`src/rtl/conv2d_pkg.sv`:
```
// conv2d_pkg: shared conv2d pipeline constants: control word layout, Q8.8 pixel format, stage FSM encoding.
package conv2d_pkg;
  localparam int DATA_WIDTH = 16;
  localparam int FRAC_BITS = 8;
  localparam int ADDR_WIDTH = 28;
  localparam int CTRL0_START = 0;
  localparam int CTRL0_DONE = 1;
  localparam int CTRL0_CONV = 2;
  localparam int CTRL0_BNRELU = 3;
  localparam int CTRL0_MAXPOOL = 4;
  localparam int CTRL0_CUR_LAYER_LSB = 8;
  localparam int CTRL0_CUR_LAYER_W = 8;
  localparam int CTRL1_WIDTH_LSB = 0;
  localparam int CTRL1_HEIGHT_LSB = 8;
  localparam int CTRL1_KERNEL_LSB = 16;
  localparam int CTRL1_PADDING_LSB = 20;
  localparam int CTRL1_STRIDE_LSB = 22;
  localparam int CTRL2_IN_CH_LSB = 0;
  localparam int CTRL2_OUT_CH_LSB = 16;
  localparam int CTRL2_CH_W = 10;
  typedef enum logic [1:0] {S_IDLE = 2'd0, S_RUN = 2'd1, S_FIN = 2'd2} state_t;
endpackage

```
`src/rtl/pool_row_buffer.sv`:
```
// pool_row_buffer: line store of horizontal pair maxima from the even row, read back on the odd row.
module pool_row_buffer #(
  parameter int DATA_WIDTH = 16,
  parameter int DEPTH = 128,
  localparam int AW = $clog2(DEPTH)
) (
  input  logic                  i_clk,
  input  logic                  i_we,
  input  logic [AW-1:0]         i_addr,
  input  logic [DATA_WIDTH-1:0] i_wdata,
  output logic [DATA_WIDTH-1:0] o_rdata
);
  logic [DATA_WIDTH-1:0] r_mem [DEPTH];
  always_ff @(posedge i_clk) if (i_we) r_mem[i_addr] <= i_wdata;
  assign o_rdata = r_mem[i_addr];
endmodule

```
`src/rtl/maxpool2x2_stream.sv`:
```
// maxpool2x2_stream: 2x2/stride-2 signed max-pool over a raster, channel-major pixel stream,
// writing pooled pixels through the conv-style addr/we/data port.
module maxpool2x2_stream #(
  parameter int DATA_WIDTH = conv2d_pkg::DATA_WIDTH,
  parameter int ADDR_WIDTH = conv2d_pkg::ADDR_WIDTH,
  parameter int MAX_WIDTH = 256
) (
  input  logic                  i_clk,
  input  logic                  i_rst,
  input  logic                  i_start,
  input  logic [7:0]            i_width,
  input  logic [7:0]            i_height,
  input  logic [9:0]            i_channels,
  input  logic [ADDR_WIDTH-1:0] i_base_addr,
  input  logic                  i_valid,
  input  logic [31:0]           i_data,
  output logic                  o_busy,
  output logic                  o_done,
  output logic [ADDR_WIDTH-1:0] o_outimg_addr,
  output logic                  o_outimg_we,
  output logic [31:0]           o_outimg_data
);
  import conv2d_pkg::*;
  localparam int BW = $clog2(MAX_WIDTH / 2);
  state_t r_state, w_next;
  logic [7:0] r_w, r_h, r_col, r_row;
  logic [9:0] r_c, r_ch;
  logic [6:0] r_wp, r_hp;
  logic [13:0] r_plane;
  logic [ADDR_WIDTH-1:0] r_base, r_ch_off, r_row_off, r_addr;
  logic [DATA_WIDTH-1:0] r_hold, r_pooled, w_px, w_pair, w_quad, w_rd;
  logic r_we, r_done;
  logic w_run_px, w_col_last, w_row_last, w_ch_last, w_last, w_in_win, w_buf_we, w_fire, w_degen;
  logic w_unused_data;
  assign w_unused_data = |i_data[31:DATA_WIDTH];
  assign w_px = i_data[DATA_WIDTH-1:0];
  assign w_run_px = (r_state == S_RUN) && i_valid;
  assign w_col_last = r_col == r_w - 8'd1;
  assign w_row_last = r_row == r_h - 8'd1;
  assign w_ch_last = r_ch == r_c - 10'd1;
  assign w_last = w_run_px && w_col_last && w_row_last && w_ch_last;
  assign w_in_win = (r_col < {r_wp, 1'b0}) && (r_row < {r_hp, 1'b0});
  assign w_buf_we = w_run_px && w_in_win && r_col[0] && !r_row[0];
  assign w_fire = w_run_px && w_in_win && r_col[0] && r_row[0];
  assign w_degen = (i_width < 8'd2) || (i_height < 8'd2) || (i_channels == 10'd0);
  assign w_pair = $signed(r_hold) > $signed(w_px) ? r_hold : w_px;
  assign w_quad = $signed(w_pair) > $signed(w_rd) ? w_pair : w_rd;
  pool_row_buffer #(.DATA_WIDTH(DATA_WIDTH), .DEPTH(MAX_WIDTH / 2)) u_rowbuf (
    .i_clk  (i_clk),
    .i_we   (w_buf_we),
    .i_addr (r_col[BW:1]),
    .i_wdata(w_pair),
    .o_rdata(w_rd)
  );
  always_comb begin
    w_next = r_state;
    case (r_state)
      S_IDLE: if (i_start) w_next = w_degen ? S_FIN : S_RUN;
      S_RUN: if (w_last) w_next = S_FIN;
      default: w_next = S_IDLE;
    endcase
  end
  always_ff @(posedge i_clk or negedge i_rst)
    if (!i_rst) r_state <= S_IDLE;
    else r_state <= w_next;
  // Address offsets advance incrementally: +Wp per completed pooled row, +Wp*Hp per channel.
  always_ff @(posedge i_clk or negedge i_rst) begin
    if (!i_rst) begin
      {r_w, r_h, r_c, r_wp, r_hp, r_plane, r_base} <= '0;
      {r_col, r_row, r_ch, r_ch_off, r_row_off} <= '0;
      {r_hold, r_pooled, r_addr, r_we, r_done} <= '0;
    end else begin
      r_we <= w_fire;
      if (r_state == S_IDLE && i_start) begin
        r_w <= i_width;
        r_h <= i_height;
        r_c <= i_channels;
        r_base <= i_base_addr;
        r_wp <= i_width[7:1];
        r_hp <= i_height[7:1];
        r_plane <= {7'd0, i_width[7:1]} * {7'd0, i_height[7:1]};
        {r_col, r_row, r_ch, r_ch_off, r_row_off, r_done} <= '0;
      end
      if (r_state == S_FIN) r_done <= 1'b1;
      if (w_fire) begin
        r_addr <= r_base + r_ch_off + r_row_off + ADDR_WIDTH'(r_col[BW:1]);
        r_pooled <= w_quad;
      end
      if (w_run_px) begin
        if (!r_col[0]) r_hold <= w_px;
        r_col <= w_col_last ? 8'd0 : r_col + 8'd1;
        if (w_col_last) begin
          r_row <= w_row_last ? 8'd0 : r_row + 8'd1;
          r_row_off <= w_row_last ? '0 : r_row[0] ? r_row_off + ADDR_WIDTH'(r_wp) : r_row_off;
          if (w_row_last) begin
            r_ch <= r_ch + 10'd1;
            r_ch_off <= r_ch_off + ADDR_WIDTH'(r_plane);
          end
        end
      end
    end
  end
  assign o_busy = r_state != S_IDLE;
  assign o_done = r_done;
  assign o_outimg_we = r_we;
  assign o_outimg_addr = r_addr;
  assign o_outimg_data = {{(32 - DATA_WIDTH){1'b0}}, r_pooled};
endmodule

```
`config.mk`:
```
export PLATFORM = sky130hd
export DESIGN_NAME = maxpool2x2_stream
export DESIGN_NICKNAME = d
export VERILOG_FILES = /design/src/rtl/conv2d_pkg.sv /design/src/rtl/pool_row_buffer.sv /design/src/rtl/maxpool2x2_stream.sv
export SDC_FILE = /design/constraint.sdc
export NUM_CORES = 2
export LEC_CHECK = 0
export CORE_UTILIZATION = 56
export DETAILED_ROUTE_END_ITERATION = 10
export PLACE_DENSITY = 0.75
export RECOVER_POWER = 100
export SETUP_SLACK_MARGIN = 0.15
export SLEW_MARGIN = 20
export SYNTH_ARGS = -nofsm -noshare
export SYNTH_HDL_FRONTEND = slang
export SYNTH_SLANG_ARGS = --single-unit
```
`constraint.sdc`:
```
create_clock -name i_clk -period 6.07 [get_ports i_clk]
set_input_delay 1.214 -clock i_clk [delete_from_list [all_inputs] [get_ports i_clk]]
set_output_delay 1.214 -clock i_clk [all_outputs]
set_load 0.02 [all_outputs]
```
; Yosys cells after proc, flatten, opt, wreduce, memory -nomap -nowiden
; Memory sizes are Yosys's and may differ from the RTL's.
; Index checks and enable logic that the tools add are counted.
[classes]
n_bitwise = 1
n_reduce_logical = 20
n_eq_ne = 8
n_lt_le_gt_ge = 6
n_mul = 1
n_addsub = 11
muxes = 30
[op_table]
columns = cell, count
row1 = two-way mux 28 bit, 9
row2 = adder 28 bit, 2
row3 = adder 28 x 7 -> 28 bit, 2
row4 = two-way mux 8 bit, 7
row5 = two-way mux 10 bit, 4
row6 = > comparator 16 bit, 2
row7 = two-way mux 16 bit, 2
row8 = adder 28 x 14 -> 28 bit, 1
row9 = "adder 8 x 1 -> 8 bit, second input constant", 2
row10 = == test 8 bit, 2
row11 = "< comparator 8 x 2 -> 1 bit, second input constant", 2
row12 = < comparator 8 bit, 2
row13 = "subtractor 8 x 1 -> 8 bit, second input constant", 2
row14 = multiplier 7 x 7 -> 14 bit, 1
row15 = "adder 10 x 1 -> 10 bit, second input constant", 1
row16 = == test 10 bit, 1
row17 = logical AND 1 bit, 10
row18 = zero test 10 bit, 1
row19 = "subtractor 10 x 1 -> 10 bit, second input constant", 1
row20 = two-way mux 2 bit, 3
row21 = nonzero test 2 bit, 3
row22 = two-way mux 1 bit, 4
row23 = "inequality test 2 bit, second input constant", 2
row24 = "inequality test 4 x 3 -> 1 bit, second input constant", 1
row25 = 8 further kinds, 10
[word_totals]
ramBits = 2048
out_inout_bits = 63
n_memories = 1
input_bits = 90
regBits = 228
word_cells = 96
[mem_list]
columns = memory, depth, word_bits, read_ports, rd_ports_with_merged_regs, write_ports, line_no
row1 = u_rowbuf.r_mem, 128, 16, 1, 0, 1, pool_row_buffer.sv:13  ; logic [DATA_WIDTH-1:0] r_mem [DEPTH];

; Logic depth before layout (Yosys ltp)
[logic_depth]
word_depth = 7
mapped_depth = 23
mapped_depth_nobuf = 19

; Modules after synthesis
; From an unflattened synthesis, not the netlist that was laid out.
[unflattened]
hier_cells = 6375
area_unflattened_um2 = 94363.0
[modules_own_cells]
columns = module, n_inst, seq_area_each_um2, area_each_um2, cells_per_inst
row1 = pool_row_buffer, 1, 61499.0, 78541.6, 4607
row2 = maxpool2x2_stream, 1, 5355.1, 15821.4, 1768

; Worst setup path after synthesis
; OpenSTA, ideal clock, no wires.
[synth_timing]
kind = input -> register
startpoint = input i_data[11]
endpoint = register r_pooled[12]
setup_slack_ps = -858
setup_ps = 146
t_required_ps = 5924
arrival_ps = 6783
stages = 20
path_buffers = 2
path_cell_list = inv_1 > ha_1 > a21o_1 > a21o_1 > a221o_1 > a2111oi_0 > o2111ai_1 > nand2_1 > buf_4 > mux2i_1 > inv_1 > ha_1 > and4_1 > a221oi_1 > o211a_1 > o311a_1 > nor2_1 > nand2_1 > clkbuf_1 > o221ai_1
[synth_between]
elab_chain_len = 4
[synth_rtl]
columns = element, line_no
row1 = from (decl), maxpool2x2_stream.sv:16  ; input logic [31:0] i_data,
row2 = > comparator 16 bit, maxpool2x2_stream.sv:46  ; assign w_pair = $signed(r_hold) > $signed(w_px) ? r_hold : w_px;
row3 = two-way mux 16 bit, maxpool2x2_stream.sv:46
row4 = via u_rowbuf.i_wdata[15], pool_row_buffer.sv:10  ; input logic [DATA_WIDTH-1:0] i_wdata,
row5 = > comparator 16 bit, maxpool2x2_stream.sv:47  ; assign w_quad = $signed(w_pair) > $signed(w_rd) ? w_pair : w_rd;
row6 = two-way mux 16 bit, maxpool2x2_stream.sv:47
row7 = to (signal assigned), maxpool2x2_stream.sv:87  ; r_pooled <= w_quad;
row8 = to (decl), maxpool2x2_stream.sv:31  ; logic [DATA_WIDTH-1:0] r_hold, r_pooled, w_px, w_pair, w_quad, w_rd;
; The timed path passes the listed nets, and every way through them passes these cells.
; A chain may end at the register's enable or synchronous reset.

; Worst setup path after layout
[layout_timing]
startpoint = register r_col[6]
endpoint = memory u_rowbuf.r_mem[35][1] (enable)
[layout_between]
elab_chain_len = 7
[layout_rtl]
columns = element, line_no
row1 = from (decl), maxpool2x2_stream.sv:26  ; logic [7:0] r_w, r_h, r_col, r_row;
row2 = from (signal assigned), maxpool2x2_stream.sv:91  ; r_col <= w_col_last ? 8'd0 : r_col + 8'd1;
row3 = < comparator 8 bit, maxpool2x2_stream.sv:42  ; assign w_in_win = (r_col < {r_wp, 1'b0}) && (r_row < {r_hp, 1'b0});
row4 = logical AND 1 bit, maxpool2x2_stream.sv:42
row5 = logical AND 1 bit (3 in a row), maxpool2x2_stream.sv:43  ; assign w_buf_we = w_run_px && w_in_win && r_col[0] && !r_row[0];
row6 = two-way mux 1 bit, pool_row_buffer.sv:14  ; always_ff @(posedge i_clk) if (i_we) r_mem[i_addr] <= i_wdata;
row7 = two-way mux 1 bit (not written as such), pool_row_buffer.sv:14
row8 = to (decl), pool_row_buffer.sv:13
; Several ways; a longest one is shown, not always the timed one.

==> key figures <==
Floorplanning
  – IO Pins: 153
  – Initial Util: 56.4%
  – Die area: 170000 um^2
  – Core area: 167000 um^2
  – Die Wd: 412 um
  – Std-Cell Rows: 150
  – Height of the die: 412 um

Detailed routing
  – DRC viols: 0
  – Via count: 61.9k
  – Post-route ant nets: 0
  – Initial DRC count: 10.1k
  – Detailed Routing Iterations Pass 1: 8
  – Routed WL: 294 mm
  – Vias per cell: 6.90
  – WL per Instance: 32.8 um

Yosys
  – Post-synthesis compound-gate area fraction: 10.9%
  – Flops & latches, synth: 2262
  – Post-synthesis simple-gate area fraction: 5.64%
  – Main combinational cell family by area after synthesis: compound AO/OA/AOI/OAI gates
  – Mapped Cells: 6185
  – Synth warn: 0
  – Share of the synthesized area in the top cell type: 65.3%
  – Predominant post-synthesis flop cell: edfxtp_1
  – Post-Synth Adder-Cell Area: 3.27%
  – Post-synth EDFFs: 2048
  – Post-synthesis sequential area ratio: 71.0%
  – Mapped Area: 94200 um^2
  – Syn avg cell area: 15.2 um^2
  – Multiplexer share of the synthesized area: 6.02%
  – Synth async-reset ratio: 9.46%
  – Number of library cell types mapped by synthesis: 92
  – XOR/XNOR share of the synthesized area: 0.761%
  – Post-synth top area cell: edfxtp_1
  – Main area contributors after synthesis: edfxtp_1 (65%), dfrtp_1 (5.7%), mux2_2 (2.5%)

Layout
  – Finished Core Util: 64.3%
  – Fin area: 107000 um^2
  – Nets: 6885
  – Share of layout cells above drive strength 1: 15.2%
  – Layout fillers: 11.7k
  – Area grow syn2layout: 13.9%
  – Non-filler cells, final: 8979

Setup path
  – Worst R2R Start: r_col[6]
  – Top delay family on crit path: simple AND/OR/NAND/NOR gates
  – CP Cell Sequence: clkbuf_1, ha_1, a21o_1, a221oi_1, o21a_1, and3_1, nand2_1, nor2_1, clkbuf_2
  – Reg-to-reg endpoint: u_rowbuf.r_mem[35][1]
  – CP Class: flop to flop
  – Required time of the critical path: 6.57 ns
  – Slowest cell on crit path: dfrtp_1
  – Worst R2R Path Depth: 9
  – Crit-path max FO: 15
  – Startpoint types: flop
  – Critical path data arrival time: 6.64 ns
  – Worst Path Buf+Inv: 2
  – R2R Setup Slk: -0.06 ns
  – CP peak stage delay: 0.95 ns
  – CP Capture Type: flop

Min path
  – Hold Path Sink: o_done
  – Worst hold-check path type: flop to flop
  – Min-Delay Path Depth: 2
  – Hold path start: o_done

Timing
  – RSZ-0062 raised after global routing: no
  – Setup Skew: 0.0683 ns
  – Crit share post-route: 101%
  – Fin crit period: 6.13 ns
  – Slew @ Worst Pin: 3.20 ns
  – Setup violations, final: 44
  – Final Slew Violations: 802
  – Slew headroom: -113%
  – Final Hold Vio Count: 0
  – TNS Setup: -1.04 ns
  – Fmax: 163 MHz
  – Fin worst setup slack: -0.0620 ns

CTS
  – CTS Buf Count: 212
  – CTS sink count: 2262
  – CTS Root Cell: clkbuf_16
  – H-tree Lvls: 4
  – Longest Clk Path Bufs: 3
  – Post-CTS Hold Fix Bufs: 0
  – Worst skew pair latency: 0.89 ns
  – Clock slew at reported path FFs: 0.06 ns
  – TritonCTS clock tree: yes

GRT
  – Number of global-route vias before repair: 59.8k
  – First-pass GRT wire length: 417 mm
  – Largest net degree at the start of global routing: 129
  – Initial antenna violation count: 18
  – Gr usage total: 34.3%
  – Grt total ovfl: 0

Run status
  – Outcome: finished, violations left
  – Violated checks: max-capacitance violations, max-slew violations, negative setup slack

Run
  – Number of max-cap violations: 13

Placed design
  – Final Wtd Congestion: 0.943
  – Placed cell count: 8575
  – Post-DP HPWL: 183 mm
  – Placed Area: 101000 um^2
  – PortBufs: 120

Power and ir drop
  – Worst vdd ir: 0.000671 V
  – Pwr Density: 484 nW/um^2
  – Leak: 36.5 nW
area by class of cell:
class                   instances  area, um^2  share of cell area [%]
inverters                     121         505                   0.471
flip-flops and latches       2262       66900                    62.3
clock inverters               132        1570                    1.47
multi-input cells            3421       25500                    23.8
well taps                    2204        2760                    2.57
clock buffers                 264        5540                    5.16
repair buffers                567        4550                    4.24
diodes                          8        20.0                  0.0187
stage by stage:
step,setup slack [ns],hold WS [ns],total power [mW]
after detailed placement,0.123,0.467,38.0
after global placement,0.144,0.460,37.6
after floorplan,-0.0392,0.445,30.6
final,-0.0620,0.468,51.9
after global routing,0.0847,0.496,53.1
after CTS,0.385,0.449,51.4
cell families (layout without fill, tap and decap cells):
| group | after synthesis | in the layout |
|---|---|---|
| AOI/OAI and AO/OA | 1459 | 1459 |
| buffers and inverters | 517 | 1084 |
| other | 1 | 24 |
| muxes | 473 | 473 |
| adders and majority gates | 210 | 210 |
| DFF | 2262 | 2262 |
| xor gates and xnor gates | 81 | 81 |
| and+or+nand+nor | 1182 | 1182 |
layer usage:
metal	vias up	routed length (um)	global-route usage [%]
met5	-	110	0
li1	25119	-	-
met4	16	21500	20.7
met1	30618	100000	44.0
met3	1080	42200	10.2
met2	5081	131000	51.8
flip-flops by register name, indices dropped and copies added (netlist names):
name / count
u_rowbuf.r_mem: 2048
o_outimg_addr: 28
r_base: 28
r_ch_off: 28
r_row_off: 28
r_hold: 16
r_pooled: 16
r_plane: 14
r_c: 10
r_ch: 10
r_col: 8
r_h: 8
r_row: 8
r_w: 8
r_state: 2
o_done: 1
o_outimg_we: 1
power breakdown:
group          total [mW]  switching [mW]  internal, mW
Combinational        16.6            12.0          4.63
Sequential           21.7           0.585          21.1
Clock                13.6            5.96          7.67
worst max path at each step:
stage,start,end,cells past startpoint
floorplan,i_data[11],r_pooled[4],19
finish,r_col[6],u_rowbuf.r_mem[35][1],9
CTS,r_col[3],r_pooled[6],16
global route,i_data[11],r_pooled[6],21
global placement,i_data[11],r_pooled[6],22
detailed placement,i_data[11],r_pooled[6],21
worst reg2reg max path, cell delays in order (launching register included):
cell,delay (ns)
dfrtp_1,0.95
clkbuf_1,0.96
ha_1,0.43
a21o_1,0.17
a221oi_1,0.28
o21a_1,0.27
and3_1,0.50
nand2_1,0.92
nor2_1,0.76
clkbuf_2,0.52
synthesized netlist by cell type (11+ instances only):
cell type	n
edfxtp_1	2048
nand2_1	478
nor2_1	338
o21ai_0	283
a21oi_1	272
a221oi_1	237
dfrtp_1	214
mux2i_1	210
mux2_2	209
clkbuf_1	206
a22oi_1	163
ha_1	150
inv_1	115
buf_2	110
nand3_1	94
a221o_1	67
fa_1	60
o211ai_1	60
a22o_1	55
mux4_2	54
a31oi_1	50
xnor2_1	41
buf_4	40
xor2_1	39
nor3_1	38
buf_1	35
nand4_1	35
o221ai_1	35
a21o_1	29
and2_1	28
and3_1	28
nand2b_1	27
o31ai_1	22
nor2b_1	20
nor4_1	20
or3_1	20
a222oi_1	19
a211oi_1	17
o2111ai_1	17
a2111oi_0	14
o2bb2ai_1	14
o22ai_1	13
o21a_1	12
a41oi_1	11
nor3b_1	11
layout by cell type (no fill, tap or decap), drive strengths merged, types with 29 or more instances in the layout:
cell | synthesis | layout
a21o | 29 | 29
a21oi | 272 | 272
a221o | 67 | 67
a221oi | 238 | 238
a22o | 55 | 55
a22oi | 163 | 163
a31oi | 50 | 50
buf | 189 | 260
clkbuf | 207 | 452
clkdlybuf4s50 | 0 | 68
clkinv | 6 | 92
dfrtp | 214 | 214
dlygate4sd3 | 0 | 51
edfxtp | 2048 | 2048
fa | 60 | 60
ha | 150 | 150
inv | 115 | 112
mux2 | 209 | 209
mux2i | 210 | 210
mux4 | 54 | 54
nand2 | 478 | 478
nand3 | 94 | 94
nand4 | 36 | 36
nor2 | 338 | 338
nor3 | 39 | 39
o211ai | 61 | 61
o21ai | 284 | 284
o221ai | 35 | 35
xnor2 | 41 | 41
xor2 | 40 | 40
what timing repair did:
action / 4_1_cts / 5_1_grt
endpoints found under the setup margin: 0 / 2
gates resized for setup: 0 / 2
setup buffers: 0 / 0
No activity file was read; power rests on OpenSTA's default activity.
